<file path="src/rtl/if_fetch_pkg.sv">
// ---------------------------------------------------------------------------
// if_fetch_pkg
// Shared constants and types for the instruction fetch unit.
//   XLEN        : address / instruction width
//   ZERO_WORD   : all-zero word driven on idle outputs
//   OPC_JAL     : opcode recognised by the optional predecoder
//   fetch_state_e, fetch_entry_t : FSM encoding and buffer entry layout
//   jal_imm()   : sign-extended J-type immediate
//   word_align(): clears address bits [1:0]
// ---------------------------------------------------------------------------
package if_fetch_pkg;

    localparam int          XLEN      = 32;
    localparam logic [31:0] ZERO_WORD = 32'h0000_0000;
    localparam logic [31:0] PC_STEP   = 32'd4;
    localparam logic [6:0]  OPC_JAL   = 7'b1101111;

    typedef enum logic [1:0] {
        ST_BOOT = 2'd0,
        ST_RUN  = 2'd1,
        ST_WAIT = 2'd2
    } fetch_state_e;

    typedef struct packed {
        logic [XLEN-1:0] pc;
        logic [XLEN-1:0] inst;
        logic            pred;
    } fetch_entry_t;

    // imm[20|10:1|11|19:12] scattered across inst[31:12]; bit 0 is implicit zero.
    function automatic logic [XLEN-1:0] jal_imm(input logic [XLEN-1:0] inst);
        return {{12{inst[31]}}, inst[19:12], inst[20], inst[30:21], 1'b0};
    endfunction

    function automatic logic [XLEN-1:0] word_align(input logic [XLEN-1:0] addr);
        return {addr[XLEN-1:2], 2'b00};
    endfunction

endpackage

</file>
<file path="src/rtl/if_fetch_fifo.sv">
// ---------------------------------------------------------------------------
// fetch_fifo
// Small synchronous FIFO holding fetched entries until decode takes them.
//   clk_i, rst_ni : clock, synchronous active-low reset
//   push_i/wdata_i: write an entry (ignored when full unless popping too)
//   pop_i         : remove the head entry (ignored when empty)
//   flush_i       : drop every entry; has priority over push/pop
//   full_o/empty_o: occupancy flags
//   rdata_o       : head entry, forced to zero while empty
// DEPTH must be a power of two (2..8).
// ---------------------------------------------------------------------------
module fetch_fifo #(
    parameter int WIDTH = 65,
    parameter int DEPTH = 2
) (
    input  logic             clk_i,
    input  logic             rst_ni,
    input  logic             push_i,
    input  logic [WIDTH-1:0] wdata_i,
    input  logic             pop_i,
    input  logic             flush_i,
    output logic             full_o,
    output logic             empty_o,
    output logic [WIDTH-1:0] rdata_o
);

    localparam int AW = $clog2(DEPTH);

    // Pointers carry one extra wrap bit so full and empty are distinguishable.
    logic [AW:0]      wr_q, wr_d;
    logic [AW:0]      rd_q, rd_d;
    logic [WIDTH-1:0] mem_q [DEPTH];
    logic             do_push;
    logic             do_pop;

    assign empty_o = (wr_q == rd_q);
    assign full_o  = (wr_q[AW] != rd_q[AW]) && (wr_q[AW-1:0] == rd_q[AW-1:0]);
    assign do_pop  = pop_i && !empty_o;
    // A push into a full buffer is legal only when the head leaves the same edge.
    assign do_push = push_i && (!full_o || do_pop);
    assign rdata_o = empty_o ? '0 : mem_q[rd_q[AW-1:0]];

    always_comb begin
        wr_d = wr_q;
        rd_d = rd_q;
        if (flush_i) begin
            wr_d = '0;
            rd_d = '0;
        end else begin
            if (do_push) wr_d = wr_q + 1'b1;
            if (do_pop)  rd_d = rd_q + 1'b1;
        end
    end

    always_ff @(posedge clk_i) begin
        if (!rst_ni) begin
            wr_q <= '0;
            rd_q <= '0;
        end else begin
            wr_q <= wr_d;
            rd_q <= rd_d;
        end
    end

    // Storage needs no reset: the read side is masked while empty.
    always_ff @(posedge clk_i) begin
        if (do_push && !flush_i) begin
            mem_q[wr_q[AW-1:0]] <= wdata_i;
        end
    end

endmodule

</file>
<file path="src/rtl/if_fetch.sv">
// ---------------------------------------------------------------------------
// if_fetch
// Instruction fetch stage: issues word-aligned requests to instruction
// memory, buffers {pc, inst, pred} entries and presents the head to decode.
//   CLK, RST_N                  : clock, synchronous active-low reset
//   mem_req/mem_addr            : fetch request and address (out)
//   mem_ready/mem_inst          : memory accept + returned word (in)
//   redirect_valid/redirect_pc  : flush and restart at a new pc (in)
//   out_valid/out_ready         : decode handshake
//   out_pc/out_inst/out_pred_taken : head entry contents
//   dbg_state                   : current FSM state for observation
// Handshakes: a transfer happens on a rising edge where valid (req) and
// ready are both high; valid/req never depend on ready of the same channel
// except that mem_req may rise when decode frees a slot that cycle.
// Optional feature: define FETCH_PREDECODE_EN to follow JAL targets at
// accept time and mark the entry as predicted taken.
// ---------------------------------------------------------------------------
module if_fetch
    import if_fetch_pkg::*;
#(
    parameter logic [31:0] RESET_PC   = 32'h0000_0000,
    parameter int          FIFO_DEPTH = 2
) (
    input  logic         CLK,
    input  logic         RST_N,
    output logic         mem_req,
    output logic [31:0]  mem_addr,
    input  logic         mem_ready,
    input  logic [31:0]  mem_inst,
    input  logic         redirect_valid,
    input  logic [31:0]  redirect_pc,
    output logic         out_valid,
    input  logic         out_ready,
    output logic [31:0]  out_pc,
    output logic [31:0]  out_inst,
    output logic         out_pred_taken,
    output fetch_state_e dbg_state
);

    localparam int EW = $bits(fetch_entry_t);

    fetch_state_e    state_q, state_d;
    logic [XLEN-1:0] pc_q, pc_d;
    logic [XLEN-1:0] seq_pc;
    logic            is_jal;
    logic            fifo_full;
    logic            fifo_empty;
    logic            pop;
    logic            accept;
    fetch_entry_t    push_entry;
    fetch_entry_t    head_entry;
    logic [EW-1:0]   head_bits;

    // Predecode decides where the next fetch goes once this word is accepted.
`ifdef FETCH_PREDECODE_EN
    assign is_jal = (mem_inst[6:0] == OPC_JAL);
    assign seq_pc = is_jal ? word_align(pc_q + jal_imm(mem_inst)) : pc_q + PC_STEP;
`else
    assign is_jal = 1'b0;
    assign seq_pc = pc_q + PC_STEP;
`endif

    // Outputs are masked during reset so nothing stale leaks out.
    assign out_valid = RST_N && !fifo_empty;
    assign pop       = out_valid && out_ready;
    // A slot counts as free if the head is leaving this same cycle.
    assign mem_req   = RST_N && (state_q != ST_BOOT) && !redirect_valid
                       && (!fifo_full || pop);
    assign mem_addr  = RST_N ? pc_q : word_align(RESET_PC);
    assign accept    = mem_req && mem_ready;

    assign push_entry = '{pc: pc_q, inst: mem_inst, pred: is_jal};

    fetch_fifo #(
        .WIDTH (EW),
        .DEPTH (FIFO_DEPTH)
    ) u_fifo (
        .clk_i   (CLK),
        .rst_ni  (RST_N),
        .push_i  (accept),
        .wdata_i (push_entry),
        .pop_i   (pop),
        .flush_i (redirect_valid),
        .full_o  (fifo_full),
        .empty_o (fifo_empty),
        .rdata_o (head_bits)
    );

    assign head_entry     = fetch_entry_t'(head_bits);
    assign out_pc         = out_valid ? head_entry.pc   : ZERO_WORD;
    assign out_inst       = out_valid ? head_entry.inst : ZERO_WORD;
    assign out_pred_taken = out_valid && head_entry.pred;
    assign dbg_state      = state_q;

    always_comb begin
        state_d = state_q;
        pc_d    = pc_q;
        if (redirect_valid) begin
            // Any response arriving this cycle is dropped: accept is low.
            state_d = ST_RUN;
            pc_d    = word_align(redirect_pc);
        end else begin
            case (state_q)
                ST_BOOT: state_d = ST_RUN;
                ST_RUN, ST_WAIT: begin
                    if (mem_req) begin
                        state_d = mem_ready ? ST_RUN : ST_WAIT;
                    end
                    if (accept) begin
                        pc_d = seq_pc;
                    end
                end
                default: state_d = ST_BOOT;
            endcase
        end
    end

    always_ff @(posedge CLK) begin
        if (!RST_N) begin
            state_q <= ST_BOOT;
            pc_q    <= word_align(RESET_PC);
        end else begin
            state_q <= state_d;
            pc_q    <= pc_d;
        end
    end

endmodule

</file>
<file path="config.mk">
export PLATFORM = sky130hd
export DESIGN_NAME = if_fetch
export DESIGN_NICKNAME = d
export VERILOG_FILES = /design/src/rtl/if_fetch_pkg.sv /design/src/rtl/if_fetch_fifo.sv /design/src/rtl/if_fetch.sv
export SDC_FILE = /design/constraint.sdc
export NUM_CORES = 1
export LEC_CHECK = 0
export BUFFER_PORTS_ARGS = -buffer_cell sky130_fd_sc_hd__clkbuf_2
export CORE_ASPECT_RATIO = 0.6
export CORE_MARGIN = 2
export CORE_UTILIZATION = 48
export CTS_BUF_LIST = sky130_fd_sc_hd__clkbuf_8
export DETAILED_ROUTE_END_ITERATION = 10
export PLACE_DENSITY = 0.76
export SLEW_MARGIN = 20
export SYNTH_ARGS = -nofsm -noshare
export SYNTH_HDL_FRONTEND = slang
export SYNTH_SLANG_ARGS = --single-unit
</file>
<file path="constraint.sdc">
create_clock -name CLK -period 5.75 [get_ports CLK]
set_input_delay 0.8625 -clock CLK [delete_from_list [all_inputs] [get_ports CLK]]
set_output_delay 0.8625 -clock CLK [all_outputs]
set_load 0.02 [all_outputs]
</file>
==> results by group <==
Setup path
  – Crit path required time: just under 5 ns
  – WP data arrival: between 2 and 3 ns
  – Worst Reg-to-Reg Cells: 5
  – CP max FO: 33
  – R2r startpoint: u_fifo.wr_q[0]$_SDFFE_PP0P_
  – Crit path launch type: flop
  – Reg-to-Reg End: u_fifo.mem_q[0][63]$_DFFE_PP_
  – R2r setup slk: between 2 and 3 ns
  – Critical path class: flop to primary output
  – CP Capture Type: primary output

Clock network
  – Post-CTS setup buffers: 0
  – Root buffer cell: clkbuf_8
  – H-tree depth: 4
  – CTS Sinks: 161
  – Hold_buf cts: 0
  – Num CTS Buffers: 17
  – Clock-pin slew on the worst setup and hold paths: approximately 0.09 ns
  – Longest Clk Path Bufs: 2
  – Post-CTS sizing: 0
  – Skew-Pair Late Insertion Delay: ~0.43 ns
  – CTS tree: yes

Floorplan
  – I/O pin count: 170
  – Die span in x: ~160 um
  – Die ar.: 15500 um2
  – Initial core utilization: 0.4851
  – Die height: 97.24 um
  – Site Rows: 34
  – Core box area: 14340 um2

Final layout
  – Area delta synth->final: 20.91%
  – Multi-input logic area: between 2000 and 2500 um2
  – Diode count: 0
  – FF+latch area: 4468 um2
  – Fillers: around 1200
  – # nets final: 784
  – Design area: 8408 um2
  – Ratio of cells with drive above 1 in the final layout: 0.2993

Drt
  – Final ANT Viol Nets: 0
  – Drt wl/cell: 17.32 um
  – 1st-iter DRT viols: between 400 and 500
  – Via density: around 5.3
  – Drt drc: 0
  – First-pass iteration count of the detailed router: 5
  – Drt total wl: 15.98 mm
  – Vias: just under 5000

Global route
  – Initial antenna violation count: 0
  – Vias in the first global route: roughly 4800
  – Tot GR Track Use: 0.2051
  – Largest net degree at the start of global routing: 63
  – First-pass GRT wire length: 24.88 mm
  – Grt total ovfl: 0

Yosys
  – Yosys cell types: 45
  – Yosys warning count: 0
  – Sequential area share after synthesis: 0.6420
  – Number of synthesized flops with an enable pin: 124
  – Post-synth top flop: edfxtp_1
  – FFs w/ async S/R, synth: 0
  – Flops & latches, synth: 161
  – Syn Std Cell Area: 6954 um2
  – Post-Synthesis Cells: 553
  – Syn avg cell area: 12.58 um2

Power and ir drop
  – Lkg Pwr: 0.003097 uW
  – Sequential power share: 0.561
  – Clock share of power: 0.379
  – Switch share: 0.2377
  – VDD IR max: 0.1536 mV
  – Internal power: roughly 1800 uW
  – Final Power: 2329 uW
  – Switching Power: 553.6 uW
  – Power share of the combinational group: 0.061
  – Pwr per Cell Area: roughly 280 nW/um2

Timing
  – Clock Skews: 0.01723 ns
  – Total Negative Setup Slacks: 0 ns
  – Fmax: 0.2719 GHz
  – Final setup fails: 0
  – Slew headroom: 0.2903
  – Final period utilization: 0.6397
  – Slew Viols, Final: 0
  – Least-Margin Pin Slew: ~1.1 ns
  – Final hold violations: 0
  – Final min period: between 3 and 4 ns
  – RSZ-0062 raised after global routing: false

Job
  – Maximum Capacitance Violations: 0

Hold path
  – HP Start: pc_q[22]$_SDFFE_PN0P_
  – Hold Path Class: flop to flop
  – Worst hold endpoint: u_fifo.mem_q[0][54]$_DFFE_PP_
  – WHS Path Cells: 0

Place
  – PortBufs: 162
  – Placer Congestion: 0.9113
  – Placement Cell Area: between 7000 and 8000 um2
  – Placed wire-length estimate: 10.79 mm

Run status
  – Status: completed
## power groups by stage
| stage | clock network [uW] | registers [uW] | logic (uW) |
|---|---|---|---|
| final | 882 | 1310 | 141 |
| after global routing | 949 | 1310 | 153 |
| after CTS | 900 | 1310 | 139 |
| after detailed placement | 0 | 1330 | 138 |
| after global placement | 0 | 1330 | 132 |
| after floorplan | 0 | 1320 | 85.2 |
## layout by cell type, fill, tap and decap left out, types with 17 or more instances in the layout
| master | count |
|---|---|
| a21oi_1 | 19 |
| and2_1 | 26 |
| clkbuf_2 | 162 |
| clkbuf_8 | 17 |
| dfxtp_1 | 36 |
| edfxtp_1 | 124 |
| mux2i_1 | 65 |
| nand2_1 | 20 |
| nor2_1 | 79 |
| o21ai_0 | 36 |
| xor2_1 | 18 |
## cells in the mapped netlist, types with 2 or more instances
master / instances / area share
inv_1: 10 / 0.0054
a32o_1: 2 / 0.0029
nand3_1: 12 / 0.0086
and2_1: 26 / 0.023
mux2i_1: 65 / 0.094
dfxtp_1: 37 / 0.11
a21oi_1: 19 / 0.014
or3_1: 5 / 0.0045
buf_2: 3 / 0.0022
buf_4: 5 / 0.0054
a31oi_1: 7 / 0.0063
nor4_1: 5 / 0.0045
xor2_1: 18 / 0.023
nand4_1: 16 / 0.014
o21ai_0: 36 / 0.026
xnor2_1: 9 / 0.011
ha_1: 3 / 0.0054
edfxtp_1: 124 / 0.54
buf_1: 5 / 0.0027
clkbuf_1: 16 / 0.0086
and3_1: 2 / 0.0018
nor3_1: 2 / 0.0014
nand3_2: 4 / 0.0058
nor2_1: 80 / 0.043
nor3b_1: 2 / 0.0022
nand2_1: 21 / 0.011
## stage by stage
step / instances / util / hold slack (ns) / worst slack (ns)
after floorplan: 557 / - / 0.4473 / 0.9209
after global placement: 889 / 0.5532 / 0.4849 / 1.729
after detailed placement: 889 / 0.5532 / 0.5147 / 1.592
after CTS: 921 / 0.5832 / 0.5262 / 1.668
after global routing: 923 / 0.5865 / 0.5355 / 1.812
final: 923 / 0.5865 / 0.5273 / 2.072
## layer usage
metal	GRT usage	up-vias	part of all wire
met2	0.3261	200	0.46
met5	0	-	0
met4	0.05664	0	0.013
li1	-	2314	-
met1	0.2879	2354	0.47
met3	0.04353	26	0.065
## worst max path at each step
| stage | start | endpoint | slack [ns] |
|---|---|---|---|
| 6_report | u_fifo.wr_q[0]$_SDFFE_PP0P_ | out_valid | 2.07 |
| 5_1_grt | u_fifo.wr_q[0]$_SDFFE_PP0P_ | out_valid | 1.81 |
| 4_1_cts | RST_N | out_inst[17] | 1.67 |
| 3_5_place_dp | RST_N | u_fifo.mem_q[0][13]$_DFFE_PP_ | 1.59 |
| 3_3_place_gp | RST_N | out_inst[22] | 1.73 |
| 2_1_floorplan | redirect_valid | u_fifo.mem_q[0][0]$_DFFE_PP_ | 0.92 |
## cell families (layout without fill, tap and decap cells)
kind of cell / after synthesis / count (layout) / share of synthesized area
simple gates: 184 / 184 / 0.1355
compound gates: 68 / 68 / 0.05668
mux: 65 / 65 / 0.09356
xor+xnor: 28 / 28 / 0.03635
fa+ha+maj: 3 / 3 / 0.005398
other cells: 1 / 5 / 0.0005392
flops: 161 / 161 / 0.6420
buf+inv: 43 / 211 / 0.03005
## sequential cells by signal, summed over array words and instances (netlist names), named ones only
| register | cells |
|---|---|
| u_fifo.rd_q | 2 |
| u_fifo.mem_q | 124 |
| dbg_state | 2 |
| pc_q | 30 |
| u_fifo.wr_q | 2 |
## critical path: stages (launching register included)
cell	delay, ns
dfxtp_1	0.38
xnor2_1	0.56
nand2_1	0.13
nand2_2	0.54
buf_4	0.43
inv_1	0.13
clkbuf_2	0.18
## cell type report
| cell class | count | area share |
|---|---|---|
| Inverter | 11 | 0.004911 |
| Tap cell | 198 | 0.02946 |
| Clock inverter | 15 | 0.02336 |
| Timing Repair Buffer | 168 | 0.1086 |
| Clock buffer | 17 | 0.02783 |
| Sequential cell | 161 | 0.5314 |
| Multi-Input combinational cell | 353 | 0.2744 |
Power figures use the tool's default switching activity.
